`src/rtl/pixel_frame_capture.sv`:
```
// Captures one OW x OW frame from a pixel stream into a RAM that the host reads in raster order.
// Latency: a pixel is readable the cycle after its write; rd_data follows rd_addr by one cycle.
// Backpressure: none. Pixels arriving in DONE are dropped and flag overflow. Optional checksum: CAPTURE_CHECKSUM_EN.
module pixel_frame_capture #(
    parameter  int W    = 5,
    localparam int OW   = W - 2,
    localparam int NPIX = OW * OW,
    localparam int AW   = $clog2(NPIX)
) (
    input  logic          clk,
    input  logic          rst_n,
    input  logic [7:0]    pixel_in,
    input  logic          pixel_valid,
    input  logic          arm,
    input  logic [AW-1:0] rd_addr,
    output logic [7:0]    rd_data,
    output logic          busy,
    output logic          done,
    output logic          frame_done,
    output logic          overflow,
    output logic [AW:0]   pix_count,
    output logic [15:0]   checksum
);

    typedef enum logic [1:0] {
        IDLE    = 2'd0,
        CAPTURE = 2'd1,
        DONE    = 2'd2
    } state_t;

    localparam logic [AW:0] LAST_IDX = (AW+1)'(NPIX - 1);
    localparam logic [AW:0] NPIX_CNT = (AW+1)'(NPIX);

    state_t      state_q;
    state_t      state_d;
    logic [AW:0] pix_count_q;
    logic        overflow_q;
    logic        frame_done_q;
    logic [7:0]  rd_data_q;
    logic        wr_en;
    logic        clr;
    logic        set_ovf;
    logic        last_pix;
    logic        rd_in_range;

    logic [7:0]  mem [NPIX];

    // arm always wins over a same-cycle pixel, so that pixel is never written or counted
    always_comb begin
        state_d  = state_q;
        wr_en    = 1'b0;
        clr      = 1'b0;
        set_ovf  = 1'b0;
        last_pix = 1'b0;
        case (state_q)
            IDLE: begin
                if (arm) begin
                    state_d = CAPTURE;
                    clr     = 1'b1;
                end
            end
            CAPTURE: begin
                if (arm) begin
                    clr = 1'b1;
                end else if (pixel_valid) begin
                    wr_en = 1'b1;
                    if (pix_count_q == LAST_IDX) begin
                        last_pix = 1'b1;
                        state_d  = DONE;
                    end
                end
            end
            DONE: begin
                if (arm) begin
                    state_d = CAPTURE;
                    clr     = 1'b1;
                end else if (pixel_valid) begin
                    set_ovf = 1'b1;
                end
            end
            default: state_d = IDLE;
        endcase
    end

    always_ff @(posedge clk or negedge rst_n) begin
        if (!rst_n) begin
            state_q      <= IDLE;
            pix_count_q  <= '0;
            overflow_q   <= 1'b0;
            frame_done_q <= 1'b0;
        end else begin
            state_q      <= state_d;
            frame_done_q <= last_pix;
            if (clr) begin
                pix_count_q <= '0;
                overflow_q  <= 1'b0;
            end else begin
                if (wr_en)
                    pix_count_q <= pix_count_q + 1'b1;
                if (set_ovf)
                    overflow_q <= 1'b1;
            end
        end
    end

    // RAM contents survive reset; only the read register is cleared
    always_ff @(posedge clk) begin
        if (wr_en)
            mem[pix_count_q[AW-1:0]] <= pixel_in;
    end

    assign rd_in_range = ({1'b0, rd_addr} < NPIX_CNT);

    // Read-before-write: a same-address write this edge is not visible until the next read
    always_ff @(posedge clk or negedge rst_n) begin
        if (!rst_n)
            rd_data_q <= '0;
        else if (rd_in_range)
            rd_data_q <= mem[rd_addr];
        else
            rd_data_q <= '0;
    end

`ifdef CAPTURE_CHECKSUM_EN
    logic [15:0] checksum_q;

    always_ff @(posedge clk or negedge rst_n) begin
        if (!rst_n)
            checksum_q <= '0;
        else if (clr)
            checksum_q <= '0;
        else if (wr_en)
            checksum_q <= checksum_q + {8'd0, pixel_in};
    end

    assign checksum = checksum_q;
`else
    assign checksum = 16'd0;
`endif

    assign busy       = (state_q == CAPTURE);
    assign done       = (state_q == DONE);
    assign frame_done = frame_done_q;
    assign overflow   = overflow_q;
    assign pix_count  = pix_count_q;
    assign rd_data    = rd_data_q;

endmodule

```
`config.mk`:
```
export PLATFORM = sky130hd
export DESIGN_NAME = pixel_frame_capture
export DESIGN_NICKNAME = d
export VERILOG_FILES = /design/src/rtl/pixel_frame_capture.sv
export SDC_FILE = /design/constraint.sdc
export NUM_CORES = 1
export LEC_CHECK = 0
export CAP_MARGIN = 20
export CORE_ASPECT_RATIO = 0.75
export CORE_MARGIN = 3
export CORE_UTILIZATION = 30
export CTS_CLUSTER_SIZE = 25
export DETAILED_ROUTE_END_ITERATION = 16
export DONT_BUFFER_PORTS = 1
export SETUP_SLACK_MARGIN = 0.5
export SYNTH_ARGS = -nofsm -noshare
export SYNTH_HDL_FRONTEND = slang
export SYNTH_SLANG_ARGS = --single-unit
```
`constraint.sdc`:
```
create_clock -name clk -period 2.45 [get_ports clk]
set_clock_uncertainty 0.05 [all_clocks]
set_input_delay 0.1225 -clock clk [delete_from_list [all_inputs] [get_ports clk]]
set_output_delay 0.1225 -clock clk [all_outputs]
set_load 0.01 [all_outputs]
```
==> results by group, run 1 <==
STA
  • Final Setup Violations: 0
  • Slew at the pin closest to its max-slew limit: 0.929 ns
  • Crit path time final: 1.82 ns
  • Tcrit/Tclk final: 0.742
  • Max frequency: 0.550 GHz
  • Slew HR: 0.378
  • Post-Route Setup TNS: 0 ns
  • Final worst slack: 0.632 ns
  • RSZ-0062 raised after global routing: no
  • Final hold violations: 0
  • Max-slew violations: 0

Power and ir drop
  • Power Dens Cells: 783 nW/um2
  • Net switching power: 0.000667 W
  • Combinational share of power: 0.045
  • Flop pwr share: 0.497
  • Worst vdd rail ir drop: 0.359 mV
  • Clk pwr share: 0.458
  • Sw Ratio: 0.196
  • Internal power: 0.00273 W
  • LEAKAGE: 1.54 nW

GRT
  • Overall Global Routing Usage: 0.114
  • Largest net degree at the start of global routing: 37
  • Global route overflow: 0
  • Global-route wire length before repair: 11.6 mm
  • Vias in the first global route: 1960
  • Initial antenna violation count: 0

Detailed routing
  • DRT iter0 DRCs: 167
  • Drt first pass iters: 4
  • Total number of vias: 1927
  • DRC Markers: 0
  • Drt wl/cell: 18.0 um
  • Post-route ant nets: 0
  • Routed WL: 7.49 mm
  • Via density: 4.64

Clock network
  • CTS HTree Levels: 3
  • Setup Buffers After CTS: 0
  • TritonCTS Sinks: 89
  • Deepest clock path buffer count: 2
  • Skew-Pair Late Insertion Delay: 0.33 ns
  • Root Buffer Master: clkbuf_16
  • Clock transition at path regs: 0.06 ns
  • TritonCTS clock tree: yes
  • CTS buffer count: 9

Critical path
  • Critical path buffers and inverters: 1
  • CP max stage delay: 0.51 ns
  • FF-to-FF path depth: 3
  • Peak fanout along the critical path: 10
  • CP Class: reg -> reg
  • Reg-to-reg endpoint: mem[8][7]
  • R2r setup slk: 0.63 ns
  • CP delay by family, top: simple AND/OR/NAND/NOR gates
  • CP arrival: 1.80 ns
  • Data required, critical path: 2.43 ns
  • CP startpoint kind: flop
  • Crit path to: mem[8][7]
  • WP depth: 3
  • Worst path slowest cell: dfrtp_1
  • CP startpoint: state_q[0]
  • Critical-path cell list: nand4bb_1 > or3_1 > clkinvlp_4
  • Reg-to-Reg Start: state_q[0]
  • Worst Setup End Kind: flop

Logic synthesis
  • Cells after Synth: 227
  • Syn. warnings: 0
  • Avg Cell Area, Syn: 16.4 um2
  • Post-synth design cell area: 3730 um2
  • Sequential cell area fraction in the yosys report: 0.693
  • FF+latch count, synth: 89
  • Yosys cell types: 41

Floorplan
  • Initial core utilization: 0.314
  • Core area: 11900 um2
  • I/O Pins: 49
  • Die height: 103 um
  • Rows: 34
  • Die span in x: 135 um
  • Die area: 13800 um2

Final layout
  • Diodes inserted: 0
  • Share of layout cells above drive strength 1: 0.154
  • Fillers: 1113
  • Total Nets Final: 268
  • Area grow syn2layout: 16.3%
  • Sequential Area: 2590 um2
  • Layout Cells excl Fill: 415
  • Multi-input logic area: 986 um2

Place
  • Cell total after placement: 386
  • IO buf count: 0
  • GP Congestion: 0.718
  • DP HPWL: 4.72 mm
  • DP Worst Slack: 0.499 ns

Status
  • Status: finished clean

Run
  • Max cap viols: 0

Min path
  • Hold Path Class: in -> reg
per-stage QoR:
step	power, W	cell area, um2	util	hold slack (ns)
2_1_floorplan	0.00185	3790	-	-0.223
3_3_place_gp	0.00183	3850	0.324	-0.223
3_5_place_dp	0.00183	3850	0.324	-0.223
4_1_cts	0.00343	4320	0.364	0.000548
5_1_grt	0.00350	4340	0.366	0.00697
6_report	0.00340	4340	0.366	0.0118
worst reg2reg max path: stages (launching register included):
cell	delay, ns
dfrtp_1	0.51
nand4bb_1	0.28
or3_1	0.48
clkinvlp_4	0.20
per-layer routing:
metal  vias to the layer above  part of all wire  GRT usage
met1                      1004              0.50      0.161
li1                        874                 -          -
met2                        42              0.45      0.172
met4                         0            0.0083     0.0282
met3                         7             0.042     0.0376
met5                         -                 0          0
worst min path at each step:
stage                          start          to  slack, ns  cells after the start
after detailed placement       rst_n  rd_data[0]      -0.22                      0
after global placement         rst_n  rd_data[0]      -0.22                      0
final                     rd_addr[2]  rd_data[3]       0.01                      3
after global routing      rd_addr[2]  rd_data[3]      0.007                      3
after floorplan                rst_n  frame_done      -0.22                      0
after CTS                 rd_addr[2]  rd_data[3]     0.0005                      3
power by group through the flow:
stage | clock network [W] | logic (W) | registers, W
6_report | 0.00156 | 0.000152 | 0.00169
5_1_grt | 0.00164 | 0.000171 | 0.00169
3_5_place_dp | 0 | 0.000107 | 0.00172
4_1_cts | 0.00159 | 0.000151 | 0.00169
3_3_place_gp | 0 | 0.000106 | 0.00172
2_1_floorplan | 0 | 0.000128 | 0.00172
layout by cell type (no fill, tap or decap), types with 2 or more instances in the layout:
cell type      synthesis  final
a2111oi_0              3      3
a211oi_1               3      3
a21oi_1                4      4
a31o_2                 2      2
and2_1                 9      6
and2_2                 0      2
buf_4                 16      7
bufinv_16              0      3
clkbuf_16              0      9
clkinvlp_4             0      3
conb_1                 1     16
dfrtp_1               17     17
dlygate4sd3_1          0     13
edfxtp_1              72     72
ha_1                   4      4
inv_1                  9      8
mux2i_1               20     20
mux4_1                 3      3
mux4_2                 5      5
nand2_1                9      9
nand4_1                2      2
nor2_1                 3      3
nor2b_1               10     10
o21ai_1                5      5
o41ai_1                3      3
or3_1                  2      2
cell families after synthesis:
logic type | after synthesis | synth area share
multiplexers | 29 | 0.108
AND/OR/NAND/NOR | 43 | 0.0687
other | 1 | 0.00100
AO/OA/AOI/OAI | 27 | 0.0520
flip-flops | 89 | 0.693
adder cells (fa/ha/maj) | 4 | 0.0134
buffers and inverters | 34 | 0.0637
state kept, by name, indices dropped and copies added (netlist names):
signal and cells:
mem 72, overflow 1, state_q 2, rd_data 8, pix_count 5, frame_done 1
synthesized netlist by cell type:
| library cell | count | share of area |
|---|---|---|
| buf_12 | 2 | 0.011 |
| dfrtp_1 | 17 | 0.11 |
| o21ai_1 | 5 | 0.0067 |
| nor4_1 | 1 | 0.0017 |
| a21boi_0 | 1 | 0.0020 |
| edfxtp_1 | 72 | 0.58 |
| buf_2 | 2 | 0.0027 |
| o41a_1 | 1 | 0.0030 |
| nor2_1 | 3 | 0.0030 |
| inv_1 | 9 | 0.0091 |
| mux2_2 | 1 | 0.0030 |
| o22ai_1 | 1 | 0.0017 |
| o21ai_0 | 1 | 0.0013 |
| conb_1 | 1 | 0.0010 |
| and2_1 | 9 | 0.015 |
| mux2i_1 | 20 | 0.054 |
| nand2_1 | 9 | 0.0091 |
| o41ai_1 | 3 | 0.0070 |
| a211oi_1 | 3 | 0.0060 |
| a31o_2 | 2 | 0.0047 |
| ha_1 | 4 | 0.013 |
| nor4bb_1 | 1 | 0.0027 |
| a21oi_1 | 4 | 0.0054 |
| nor3_1 | 1 | 0.0013 |
| a2111oi_0 | 3 | 0.0070 |
| buf_6 | 2 | 0.0060 |
| nand4bb_1 | 1 | 0.0030 |
| o32ai_1 | 1 | 0.0023 |
| nor3b_1 | 1 | 0.0020 |
| nor2b_1 | 10 | 0.017 |
| a2bb2oi_1 | 1 | 0.0023 |
| or3_1 | 2 | 0.0034 |
| mux4_2 | 5 | 0.030 |
| and3_1 | 1 | 0.0017 |
| nor4b_2 | 1 | 0.0040 |
| a22o_1 | 1 | 0.0023 |
| nand4_1 | 2 | 0.0034 |
| mux4_1 | 3 | 0.021 |
| buf_4 | 16 | 0.032 |
| clkbuf_1 | 3 | 0.0030 |
| nand2b_1 | 1 | 0.0017 |
repair_timing:
| action | in CTS | in global routing |
|---|---|---|
| hold endpoints to repair | 100 | 0 |
| resized for setup | 1 | 6 |
| setup endpoints to repair | 8 | 64 |
| hold buffers | 13 | 0 |
final cells by class:
cell class / instances / share of cell area
clock buffer: 9 / 0.0519
sequential: 89 / 0.596
inverter: 9 / 0.00865
multi-input combinational: 119 / 0.227
timing repair buffer: 20 / 0.0421
clock inverter: 7 / 0.0274
tap: 162 / 0.0467
(Power assumes the default switching activity.)
==> run 2: changes to the inputs <==
--- a/config.mk
+++ b/config.mk
@@ -5,6 +5,7 @@
 export SDC_FILE = /design/constraint.sdc
 export NUM_CORES = 1
 export LEC_CHECK = 0
+export ABC_AREA = 1
 export CAP_MARGIN = 20
 export CORE_ASPECT_RATIO = 0.75
 export CORE_MARGIN = 3
==> constraint.sdc (replaced) <==
create_clock -name clk -period 1.45 [get_ports clk]
set_clock_uncertainty 0.05 [all_clocks]
set_input_delay 0.0725 -clock clk [delete_from_list [all_inputs] [get_ports clk]]
set_output_delay 0.0725 -clock clk [all_outputs]
set_load 0.01 [all_outputs]
==> run 2 against run 1 <==
Area after synthesis is 3.4% higher. Largest power group unchanged. Synthesized cell count is 51% higher. Core utilization is 3.7 points higher. The flow now finishes with violations (negative hold slack, negative setup slack). Highest routed layer is now met5. Largest cell class unchanged. Final area is 15% higher. Hold slack worse by 0.12 ns. Global-route usage is 2.2 points higher. Register-to-register slack worse by 0.65 ns. Combinational power grew to 4.4 times the previous value. Routed wire length is 28% higher.
==> results by group, run 2 <==
GRT
  • Overall Global Routing Usage: 0.137
  • Largest net degree at the start of global routing: 34
  • Vias in the first global route: 2523
  • Global route overflow: 0
  • Global-route wire length before repair: 14.6 mm
  • Initial antenna violation count: 1

Logic synthesis
  • Synth Area in Adders: 0.0130
  • Cells after Synth: 342
  • Post-synthesis xor/xnor area fraction: 0
  • FFs w/ async S/R, synth: 0.191
  • Post-Synth Simple-Gate Area: 0.195
  • Post-synth design cell area: 3860 um2
  • Yosys cell types: 25
  • FF+latch count, synth: 89
  • Main area contributors after synthesis: edfxtp_1, dfrtp_1, nand2_1
  • Avg Cell Area, Syn: 11.3 um2
  • Post-synth top area share: 0.560
  • Compound-Gate Fraction of Synth Area: 0.0253
  • Mux cell area share after synthesis: 0
  • Sequential cell area fraction in the yosys report: 0.671
  • Syn. warnings: 0
  • Commonest cells post-synth: nand2_1, edfxtp_1, nand3_1
  • Top FF cell, synth: edfxtp_1
  • Leading area contributor after synthesis: edfxtp_1
  • EDFF count, synth: 72
  • Count leader, synth: nand2_1
  • Largest family of logic cells by synthesized area: simple AND/OR/NAND/NOR gates

Clock network
  • Hold_buf cts: 15
  • TritonCTS clock tree: yes
  • CTS HTree Levels: 3
  • Deepest clock path buffer count: 2
  • CTS buffer count: 9
  • Skew-Pair Late Insertion Delay: 0.34 ns
  • Root Buffer Master: clkbuf_16
  • Clock transition at path regs: 0.06 ns
  • TritonCTS Sinks: 89

Detailed routing
  • Total number of vias: 2553
  • DRC Markers: 0
  • Post-route ant nets: 0
  • Drt wl/cell: 17.1 um
  • DRT iter0 DRCs: 231
  • Routed WL: 9.55 mm
  • Drt first pass iters: 4
  • Via density: 4.57

Final layout
  • Final instance area: 5010 um2
  • Diodes inserted: 0
  • Commonest non-fill, non-tap cell in the layout: nand2_1
  • Max reg flops: 72
  • Share of layout cells above drive strength 1: 0.300
  • Area grow syn2layout: 29.8%
  • Most frequent cells in the layout: nand2_1, edfxtp_1, nand3_2
  • Total Nets Final: 408

Critical path
  • Crit path to: mem[1][3]
  • Reg-to-Reg Start: state_q[0]
  • FF-to-FF path depth: 6
  • CP Class: reg -> reg
  • CP startpoint kind: flop
  • Reg-to-reg endpoint: mem[1][3]
  • Data required, critical path: 1.45 ns
  • CP startpoint: state_q[0]
  • R2r setup slk: -0.01 ns
  • Worst Setup End Kind: flop
  • CP arrival: 1.47 ns
  • Peak fanout along the critical path: 8

Floorplan
  • Die area: 14300 um2
  • Die span in x: 137 um
  • Die height: 104 um
  • Initial core utilization: 0.310
  • Core area: 12400 um2
  • Rows: 35
  • I/O Pins: 49

Place
  • IO buf count: 0
  • DP HPWL: 6.17 mm
  • Area post-placement: 4160 um2
  • DP Worst Slack: -0.0422 ns
  • GP Congestion: 0.819

STA
  • RSZ-0062 raised after global routing: yes
  • Tcrit/Tclk final: 1.01
  • Slew HR: 0.384
  • Final Setup Violations: 24
  • Crit path time final: 1.46 ns
  • Max-slew violations: 0
  • Slew at the pin closest to its max-slew limit: 0.925 ns
  • Final hold violations: 21
  • Max frequency: 0.683 GHz
  • Fin Hold WS: -0.111 ns
  • Final worst slack: -0.0149 ns

Power and ir drop
  • Sw Ratio: 0.226
  • Worst vdd rail ir drop: 0.565 mV
  • Internal power: 0.00464 W
  • LEAKAGE: 1.99 nW
  • Flop pwr share: 0.482
  • Power Dens Cells: 1200 nW/um2
  • Clk pwr share: 0.407
  • Net switching power: 0.00136 W
  • Combinational share of power: 0.112

Status
  • Status: complete, but fails checks
  • Failing checks: negative hold slack, negative setup slack

Min path
  • Hold Path Class: in -> async

Run
  • Max cap viols: 0
-- run 2: cell types whose count changed in the layout (fill, tap and decap cells not counted), moves of 6 or more --
cell     before  now
and2_1        6    0
buf_4         7   15
buf_6         0   14
inv_1         8   19
inv_2         0   10
mux2i_1      20    0
nand2_1       9   88
nand3_1       0   22
nand3_2       0   27
nor2b_1      10    0
o21ai_1       5   14
-- run 2: cell type report --
type                            instances  area (um2)
Inverter                               34         140
Timing Repair Buffer                   48         503
Fill cell                            1169        7430
Multi-Input combinational cell        206        1250
Tap cell                              166         208
Clock inverter                          4        77.6
Clock buffer                           12         236
Sequential cell                        89        2590
-- run 2: per-stage QoR --
stage	instances	utilization	power (W)	setup TNS, ns
floorplan	357	-	0.00328	-10.61
global placement	514	0.334	0.00333	-0.339
detailed placement	514	0.334	0.00334	-1.42
CTS	553	0.386	0.00597	-0.573
global route	559	0.403	0.00621	-3.31
finish	559	0.403	0.00600	-0.193
-- run 2: routing by layer --
layer	global-route usage	vias up	share of wire
li1	-	1211	-
met1	0.197	1225	0.46
met2	0.192	102	0.45
met3	0.0522	13	0.082
met4	0.0370	2	0.013
met5	0	-	0.0014
-- run 2: timing repair --
item,in CTS,in global routing
pin swaps,24,30
endpoints found under the setup margin,95,112
resized for setup,28,41
hold endpoints to repair,105,19
setup buffers,8,6
-- run 2: worst min path at each step --
stage / start / endpoint / slack, ns / depth (start not counted)
3_5_place_dp: rst_n / pix_count[4] / -0.27 / 0
2_1_floorplan: rst_n / frame_done / -0.27 / 0
3_3_place_gp: rst_n / pix_count[3] / -0.27 / 0
4_1_cts: pixel_valid / state_q[0] / -0.08 / 3
6_report: rst_n / pix_count[4] / -0.11 / 1
5_1_grt: rst_n / pix_count[4] / -0.07 / 1
-- run 2: cell families (layout without fill, tap and decap cells) --
family	Yosys count	after routing
AO/OA/AOI/OAI	18	18
adder cells (fa/ha/maj)	4	4
buffers and inverters	62	98
flip-flops	89	89
other	1	16
AND/OR/NAND/NOR	168	168
-- run 2: worst max-delay path, cell delays in order, from the launching register on --
cell and delay, ns:
dfrtp_1 0.36, inv_2 0.06, nor2_4 0.13, nand2_4 0.08, buf_12 0.15, nor3_2 0.18, buf_6 0.16
-- run 2: power by group through the flow --
| stage | clock, W | combinational [W] | sequential [W] |
|---|---|---|---|
| after floorplan | 0 | 0.000347 | 0.00294 |
| after detailed placement | 0 | 0.000393 | 0.00294 |
| final | 0.00244 | 0.000669 | 0.00289 |
| after CTS | 0.00249 | 0.000586 | 0.00289 |
| after global placement | 0 | 0.000388 | 0.00294 |
| after global routing | 0.00259 | 0.000730 | 0.00289 |
